===== src/rtl/pipe_mux_pkg.sv =====
// Shared limits and sizing helpers for the pipelined N:1 multiplexer.
package pipe_mux_pkg;

   localparam int MAX_N_IN  = 256;
   localparam int MIN_N_IN  = 2;
   localparam int MIN_GROUP = 2;

   // Ceiling log2; clog2(1) = 0. Inputs are bounded by MAX_N_IN.
   function automatic int clog2(input int value);
      int result;
      result = 0;
      while ((1 << result) < value) begin
         result++;
      end
      return result;
   endfunction

   // Keeps a derived width usable as a vector width when it collapses to zero.
   function automatic int max1(input int value);
      return (value < 1) ? 1 : value;
   endfunction

endpackage


===== src/rtl/mux_group.sv =====
// Combinational N:1 selector, DATA_W wide. A select with no matching slot
// (index >= N) yields zero.
module mux_group
   import pipe_mux_pkg::*;
#(
   parameter int DATA_W = 1,
   parameter int N      = 8,
   parameter int SEL_W  = max1(clog2(N))
) (
   input  logic [N*DATA_W-1:0] in_data,
   input  logic [SEL_W-1:0]    in_sel,
   output logic [DATA_W-1:0]   out_data
);

   // Compare the select against every slot index; at most one can match.
   always_comb begin
      out_data = '0;
      for (int i = 0; i < N; i++) begin
         if (int'(in_sel) == i) begin
            out_data = in_data[i*DATA_W +: DATA_W];
         end
      end
   end

endmodule


===== src/rtl/pipe_mux_n.sv =====
// Two-stage pipelined N_IN:1 multiplexer with valid/ready handshakes.
// Stage 1 picks one input per GROUP-sized bank with the low select bits;
// stage 2 picks among the bank results with the upper select bits.
// Out-of-range selects emerge as zero data with out_err set.
module pipe_mux_n
   import pipe_mux_pkg::*;
#(
   parameter  int DATA_W = 1,
   parameter  int N_IN   = 64,
   parameter  int GROUP  = 8,
   localparam int SEL_W  = clog2(N_IN)
) (
   input  logic                   clk,
   input  logic                   rst,
   input  logic [N_IN*DATA_W-1:0] in_data,
   input  logic [SEL_W-1:0]       in_sel,
   input  logic                   in_valid,
   output logic                   in_ready,
   output logic [DATA_W-1:0]      out_data,
   output logic                   out_err,
   output logic                   out_valid,
   input  logic                   out_ready
);

   localparam int LO_W   = clog2(GROUP);
   localparam int HI_W   = SEL_W - LO_W;      // zero when a single bank covers all inputs
   localparam int HI_W_R = max1(HI_W);
   localparam int N_GRP  = (N_IN + GROUP - 1) / GROUP;
   localparam int PAD_W  = N_GRP * GROUP * DATA_W;

   logic                    en1;
   logic                    en2;
   logic [PAD_W-1:0]        pad_data;
   logic [N_GRP*DATA_W-1:0] grp_data;
   logic [HI_W_R-1:0]       in_hi;
   logic                    in_err;
   logic [DATA_W-1:0]       sel2_data;

   logic                    s1_valid_q, s1_valid_d;
   logic [N_GRP*DATA_W-1:0] s1_data_q,  s1_data_d;
   logic [HI_W_R-1:0]       s1_hi_q,    s1_hi_d;
   logic                    s1_err_q,   s1_err_d;

   logic                    out_valid_q, out_valid_d;
   logic [DATA_W-1:0]       out_data_q,  out_data_d;
   logic                    out_err_q,   out_err_d;

   // A stage may load when it is empty or its contents are leaving this cycle.
   assign en2      = ~out_valid_q | out_ready;
   assign en1      = ~s1_valid_q | en2;
   assign in_ready = en1;

   assign in_err = (32'(in_sel) >= 32'(N_IN));

   generate
      if (HI_W > 0) begin : g_hi
         assign in_hi = in_sel[SEL_W-1:LO_W];
      end else begin : g_no_hi
         assign in_hi = '0;
      end
   endgenerate

   // Zero-extend the input bus so unused slots in the last bank read as zero.
   always_comb begin
      pad_data                    = '0;
      pad_data[N_IN*DATA_W-1:0]   = in_data;
   end

   generate
      for (genvar gi = 0; gi < N_GRP; gi++) begin : g_grp
         mux_group #(
            .DATA_W(DATA_W),
            .N     (GROUP),
            .SEL_W (LO_W)
         ) u_mux (
            .in_data (pad_data[gi*GROUP*DATA_W +: GROUP*DATA_W]),
            .in_sel  (in_sel[LO_W-1:0]),
            .out_data(grp_data[gi*DATA_W +: DATA_W])
         );
      end
   endgenerate

   mux_group #(
      .DATA_W(DATA_W),
      .N     (N_GRP),
      .SEL_W (HI_W_R)
   ) u_mux_final (
      .in_data (s1_data_q),
      .in_sel  (s1_hi_q),
      .out_data(sel2_data)
   );

   // Stage-1 next state: hold when stalled, capture bank results on an accepted input.
   always_comb begin
      s1_valid_d = s1_valid_q;
      s1_data_d  = s1_data_q;
      s1_hi_d    = s1_hi_q;
      s1_err_d   = s1_err_q;
      if (en1) begin
         s1_valid_d = in_valid;
         if (in_valid) begin
            s1_data_d = grp_data;
            s1_hi_d   = in_hi;
            s1_err_d  = in_err;
         end
      end
   end

   // Stage-1 valid bit, cleared by reset.
   always_ff @(posedge clk) begin
      if (!rst) begin
         s1_valid_q <= 1'b0;
      end else begin
         s1_valid_q <= s1_valid_d;
      end
   end

   // Stage-1 payload; only meaningful while s1_valid_q is set, so no reset.
   always_ff @(posedge clk) begin
      s1_data_q <= s1_data_d;
      s1_hi_q   <= s1_hi_d;
      s1_err_q  <= s1_err_d;
   end

   // Stage-2 next state: final selection, forcing zero data on an out-of-range select.
   always_comb begin
      out_valid_d = out_valid_q;
      out_data_d  = out_data_q;
      out_err_d   = out_err_q;
      if (en2) begin
         out_valid_d = s1_valid_q;
         if (s1_valid_q) begin
            out_data_d = s1_err_q ? '0 : sel2_data;
            out_err_d  = s1_err_q;
         end
      end
   end

   // Output register, fully cleared by reset.
   always_ff @(posedge clk) begin
      if (!rst) begin
         out_valid_q <= 1'b0;
         out_data_q  <= '0;
         out_err_q   <= 1'b0;
      end else begin
         out_valid_q <= out_valid_d;
         out_data_q  <= out_data_d;
         out_err_q   <= out_err_d;
      end
   end

   assign out_valid = out_valid_q;
   assign out_data  = out_data_q;
   assign out_err   = out_err_q;

endmodule


===== config.mk =====
export PLATFORM = sky130hd
export DESIGN_NAME = pipe_mux_n
export DESIGN_NICKNAME = d
export VERILOG_FILES = /design/src/rtl/pipe_mux_pkg.sv /design/src/rtl/mux_group.sv /design/src/rtl/pipe_mux_n.sv
export SDC_FILE = /design/constraint.sdc
export NUM_CORES = 1
export LEC_CHECK = 0
export CAP_MARGIN = 20
export CORE_MARGIN = 4
export CORE_UTILIZATION = 31
export DETAILED_ROUTE_END_ITERATION = 10
export GPL_TIMING_DRIVEN = 0
export PLACE_DENSITY = 0.76
export SYNTH_ARGS = -nofsm -noshare
export SYNTH_HDL_FRONTEND = slang
export SYNTH_SLANG_ARGS = --single-unit

===== constraint.sdc =====
create_clock -name clk -period 1.46 [get_ports clk]
set_input_delay 0.292 -clock clk [delete_from_list [all_inputs] [get_ports clk]]
set_output_delay 0.292 -clock clk [all_outputs]
set_load 0.05 [all_outputs]

==> out/qor.yml, run 1 <==
outcome: "finished, final reports clean"
crit_path_start_kind: "register"
dpl-instance-area_mm2: 0.001851
synth_top_area_share_pct: 38.93
die_w_um: 67.02
max_stage_delay_ps: 490
numPortBuffers: 73
arrival_ps: 1630
p_leak_uw: 0.0006845
switching_share_pct: 21.05
dieArea_mm2: 0.004492
r2r_slack_ps: 5
cts_sinks: 14
min_from: "out_ready"
grt_pass1_vias: 1000
drt_iter0_drc: 14
synth_area_leaders: "mux4_1, edfxtp_1, mux2_2"
regToRegStartpoint: "s1_hi_q[2]"
wl_um: 2738
start_util_pct: 32.11
grt_use_total_pct: 12.32
setup_viol: 0
end_kind: "register"
syn-instance-count: 62
path_clk_slew_ps: 80
synth_fp_nets: 136
grt_max_degree: 12
pre_cts_slack_ps: -597.0
rows: 21
cts-root-buf: "clkbuf_4"
postRouteAntennaNets: 0
clk_path_buf_depth: 2
synth_area_mm2: 0.001080
ys_types: 22
drive_gt1_share_pct: 23.91
reg2regPathDepth: 3
clkPwrFrac_pct: 19.7
powerDensity_mw_per_mm2: 586.8
pwr-share-comb_pct: 36.4
p_seq_share_pct: 43.9
hold_end: "out_valid"
clock_latency_ps: 270
htree_levels: 1
first_pass_iters: 4
cp.required_ps: 1640
p_sw_uw: 231.0
tns_ps: 0
cap_violations: 0
hold_viol: 0
gp_congestion: 0.6642
yosysWarnings: 0
yosysTopAreaCell: "mux4_1"
drv_slew: 0
antenna_cells: 0
die_y_um: 67.02
place_inst: 181
layout_worst_path_cycle_share_pct: 99.64
holdPathStages: 4
fin_cells: 184
total_power_uw: 1098
hp-class: "input port to register"
io-pin-count: 78
finalWorstSetupSlack_ps: 5.310
grt_pass1_wl_um: 4119
cts_buffers: 3
cp_cell_sequence: "mux2i_1, mux4_2, a311oi_1"
area_delta_synth_final_pct: 73.23
critical_path_class: "register to register"
dp_hpwl_um: 2492
grt_setup_unrepaired: "true"
cp_max_fo: 4
intPower_uw: 866.7
finClkSkew_ps: 7.543
ys_seq_area_share_pct: 36.15
drcViolationCount: 0
nets: 213
ys_seq_elements: 14
cts_tree: "done"
ir_drop_uv: 227.8
stdcell_area_mm2: 0.001871
hold_buffers: 0
vias_per_cell: 4.745
period_minus_slack_ps: 1455
grt_overflow_total: 0
clock.fmax_ghz: 0.6874
num_vias: 873
rr_endpoint: "out_data"
slowest_stage: "edfxtp_1"
fp.coreArea_mm2: 0.003363
antenna_found_initial: 0
wl_per_cell_um: 14.88
syn_avg_cell_area_um2: 17.42
flip-flops by register name (all words and copies together) (netlist names):
register,cells
out_valid,1
s1_hi_q,3
s1_data_q,8
s1_valid_q,1
out_data,1
cells by family after synthesis:
logic type	Yosys count	share of synthesized area [%]
flip-flops	14	36.15
AND/OR/NAND/NOR	7	3.129
buffers and inverters	8	5.560
multiplexers	29	53.07
other	1	0.3473
AO/OA/AOI/OAI	3	1.738
worst max-delay path, delay by kind of cell, from the launching register on:
family         cells  cell delay [ps]
multiplexers       2              620
AO/OA/AOI/OAI      1              240
flip-flops         1              490
power groups by stage:
stage                     registers (µW)  clock network [µW]  logic [µW]
after global placement               488                   0         401
after detailed placement             489                   0         407
after global routing                 486                 251         426
after CTS                            483                 227         402
final                                482                 216         399
after floorplan                      499                   0         177
metal layers:
metal	GRT usage (%)	part of all wire (%)	vias up
li1	-	-	411
met1	11.68	33	404
met2	23.68	53	58
met3	5.902	14	0
met4	2.278	0	0
met5	0	0	-
per-stage QoR:
stage          hold WS (ps)  utilization (%)
2_1_floorplan         390.9                -
3_3_place_gp          502.8            55.02
3_5_place_dp          511.8            55.02
4_1_cts               517.1            55.69
5_1_grt               389.4            55.62
6_report              379.4            55.62
area by class of cell:
type	count	area, µm²
plain buffers	6	62.56
multi-input cells	40	591.8
fillers	312	1493
flip-flops and latches	14	394.1
inverters	1	3.754
clock buffers	4	26.28
repair buffers	73	734.5
well taps	46	57.56
worst max-delay path by stage:
stage              endpoint  cells after the start        from  slack (ps)
4_1_cts            in_ready                      4   out_ready        -170
5_1_grt            out_data                      3  s1_hi_q[2]         -50
3_3_place_gp       in_ready                      4   out_ready        -530
6_report           out_data                      3  s1_hi_q[2]           5
2_1_floorplan  s1_data_q[0]                      4   in_sel[0]         -60
3_5_place_dp       in_ready                      4   out_ready        -600
what timing repair did:
item | in CTS | in global routing
pin swaps | 1 | 0
buffers inserted | 0 | 0
endpoints found under the setup margin | 4 | 6
endpoints found under the hold margin | 0 | 0
gates resized for setup | 6 | 10
synth_stat cells:
cell type / number
mux2i_1: 4
nand2b_1: 1
mux4_1: 16
clkbuf_1: 1
clkbuf_2: 1
inv_1: 1
buf_12: 1
buf_6: 1
nand2_1: 1
edfxtp_1: 11
dfxtp_1: 3
a311oi_1: 1
nor2_1: 3
and2_1: 1
buf_2: 1
conb_1: 1
mux4_2: 1
a21oi_1: 2
buf_4: 1
buf_1: 1
mux2_2: 8
nor2b_1: 1
placed cells by master (no fill, tap or decap), drive strengths merged:
cell and count:
nand2 1, a311oi 1, mux2i 4, clkdlybuf4s15 2
clkdlybuf4s50 69, conb 1, buf 6, mux4 17
inv 1, a21oi 2, nand2b 1, and2 1
dfxtp 3, clkbuf 5, edfxtp 11, nor2b 1
nor2 3, mux2 8, dlymetal6s2s 1
Note: power is estimated with default switching activity, not from simulation.
==> run 2, diff against run 1 <==
- CTS_CLUSTER_DIAMETER: default -> 50
==> results of run 2 <==
The final DEF is identical to that of run 1; final timing and power are the same.
==> run 3, diff against run 2 <==
- PLACE_DENSITY: 0.76 -> 0.85
==> run 3 against run 2 <==
Against the previous run: final cell count unchanged; clock power about the same; first-iteration DRC count fell by 43%; critical path depth increased by 1; register-to-register slack improved by 20 ps; non-clock buffer count stayed put; sequential share of layout area increased by 0.071 points; worst setup slack improved by 7.6 ps; hold slack improved by 140 ps; die area unchanged; critical path type is now input port to primary output; critical endpoint is now in_ready.
==> out/qor.yml, run 3 (synthesis gave the netlist of run 1 again) <==
cts_sinks: 14  # unchanged
gp_congestion: 0.6947  # +4.6%
grt_setup_unrepaired: "true"
crit_path_start: "out_ready"
io-pin-count: 78  # unchanged
grt_pass1_vias: 1035  # +3.5%
reg_top3: "s1_data_q: 8 flops, s1_hi_q: 3 flops"
slowest_stage: "clkdlybuf4s50_1"
reg2regPathDepth: 3  # unchanged
drive_gt1_share_pct: 25.36  # +1.4 points
hp-class: "register to register"
clkPwrFrac_pct: 19.8  # about the same
cp_max_fo: 3  # -1
crit_path_start_kind: "input port"
start_util_pct: 32.11  # unchanged
largest_register_ff_count: 8  # unchanged
postRouteAntennaNets: 0  # unchanged
cp_top_family: "buffers and inverters"
finClkSkew_ps: 6.454  # -1.089 ps
cts_buffers: 3  # unchanged
drv_slew: 0  # unchanged
dp_hpwl_um: 2481  # -0.46%
path_buf_inv: 2  # +2
intPower_uw: 859.6  # -0.81%
cp_cell_sequence: "clkdlybuf4s50_1, nor2b_2, nand2_2, buf_6"
clock.fmax_ghz: 0.6910  # +0.52%
min_from: "out_data"
post-cts-setup-buffers: 0  # unchanged
grt_overflow_total: 0  # unchanged
holdPathStages: 2  # -2
pwr-share-comb_pct: 36.4  # about the same
regToRegStartpoint: "s1_hi_q[2]"
p_sw_uw: 239.1  # +3.5%
fp.coreArea_mm2: 0.003363  # unchanged
vias_per_cell: 4.734  # -0.23%
rows: 21  # unchanged
ir_drop_uv: 249.7  # +9.6%
cap_violations: 0  # unchanged
nFillCells: 305  # -2.2%
first_pass_iters: 4  # unchanged
setup_viol: 0  # unchanged
cts_tree: "done"
arrival_ps: 1160  # -470 ps
layout_worst_path_cycle_share_pct: 99.12  # -0.52 points
end_kind: "primary output"
grt_use_total_pct: 12.77  # +0.45 points
outcome: "finished, final reports clean"
r2r_slack_ps: 30  # +20 ps
dieArea_mm2: 0.004492  # unchanged
clk_path_buf_depth: 2  # unchanged
die_w_um: 67.02  # unchanged
wl_um: 2745  # +0.26%
area_delta_synth_final_pct: 72.65
tns_ps: 0  # unchanged
clock_latency_ps: 270  # about the same
powerDensity_mw_per_mm2: 589.4  # +0.43%
nets: 213  # unchanged
cp.required_ps: 1170  # -470 ps
period_minus_slack_ps: 1447  # -7.554 ps
num_vias: 871  # -0.23%
hold_viol: 0  # unchanged
p_leak_uw: 0.0006786  # -0.86%
critical_path_class: "input port to primary output"
antenna_cells: 0  # unchanged
rr_endpoint: "out_data"
grt_pass1_wl_um: 4284  # +4.0%
hold_buffers: 0  # unchanged
final_cell_mix: "clkdlybuf4s50_1, mux4_2, edfxtp_1"
stdcell_area_mm2: 0.001864  # -0.33%
top_register: "s1_data_q"
p_seq_share_pct: 43.9  # about the same
hold_end: "out_data"
drt_iter0_drc: 8  # -6
htree_levels: 1  # unchanged
layout_commonest_cell: "clkdlybuf4s50_1"
grt_max_degree: 12  # unchanged
die_y_um: 67.02  # unchanged
cts-root-buf: "clkbuf_4"
antenna_found_initial: 0  # unchanged
wl_per_cell_um: 14.92  # +0.26%
path_clk_slew_ps: 80  # about the same
drcViolationCount: 0  # unchanged
numPortBuffers: 73  # unchanged
max_stage_delay_ps: 440  # -50 ps
dpl-instance-area_mm2: 0.001851  # unchanged
switching_share_pct: 21.76  # +0.71 points
-- run 3: changes by cell type in the layout (fill, tap and decap cells not counted) --
cell,previous run,this run
clkbuf_1,2,0
clkbuf_2,0,2
clkdlybuf4s15_1,2,1
clkdlybuf4s50_1,69,70
clkinv_1,0,1
dlymetal6s2s_1,1,0
-- run 3: per-layer routing --
metal  track usage, %  wire length (µm)
met3            5.228               374
met5                0                 0
met4            3.038                 6
met1            13.23               973
met2            23.56              1390
-- run 3: worst max path at each step --
stage,endpoint,slack [ps],cells past startpoint
global placement,in_ready,-520,4
CTS,in_ready,-160,4
detailed placement,in_ready,-580,4
floorplan,s1_data_q[0],-60,4
global route,out_data,-20,3
finish,in_ready,10,4
-- run 3: final cells by class --
class	count	area (µm²)	area share [%]
Buffer	6	63.81	3.423
Clock buffer	3	22.52	1.208
Clock inverter	1	3.754	0.2013
Inverter	1	3.754	0.2013
Multi-Input combinational cell	40	591.8	31.74
Sequential cell	14	394.1	21.14
Tap cell	46	57.56	3.087
Timing Repair Buffer	73	726.9	38.99
-- run 3: power by group through the flow --
stage	sequential (µW)	combinational [µW]	clock, µW
6_report	482	400	217
4_1_cts	483	402	226
3_5_place_dp	490	406	0
3_3_place_gp	488	399	0
2_1_floorplan	499	177	0
5_1_grt	485	429	252
-- run 3: metrics by stage --
| stage | utilization (%) | cells | total power (µW) | hold slack [ps] | worst slack [ps] |
|---|---|---|---|---|---|
| after global placement | 55.02 | 181 | 886.2 | 500.5 | -520.5 |
| after floorplan | - | 62 | 676.6 | 390.9 | -58.51 |
| after detailed placement | 55.02 | 181 | 896.0 | 513.6 | -577.0 |
| after global routing | 55.43 | 184 | 1166 | 550.8 | -22.94 |
| after CTS | 55.69 | 184 | 1111 | 520.9 | -159.8 |
| final | 55.43 | 184 | 1099 | 517.0 | 12.86 |
-- run 3: timing repair --
item                       CTS  global route
setup endpoints to repair    4             6
gates resized for setup      6            12
pin swaps                    0             1
-- run 3: tightest hold or removal path: cells and delay by family, from the launching register on --
family / cells / cell delay [ps]
AOI/OAI and AO/OA: 2 / 160
DFF: 1 / 320
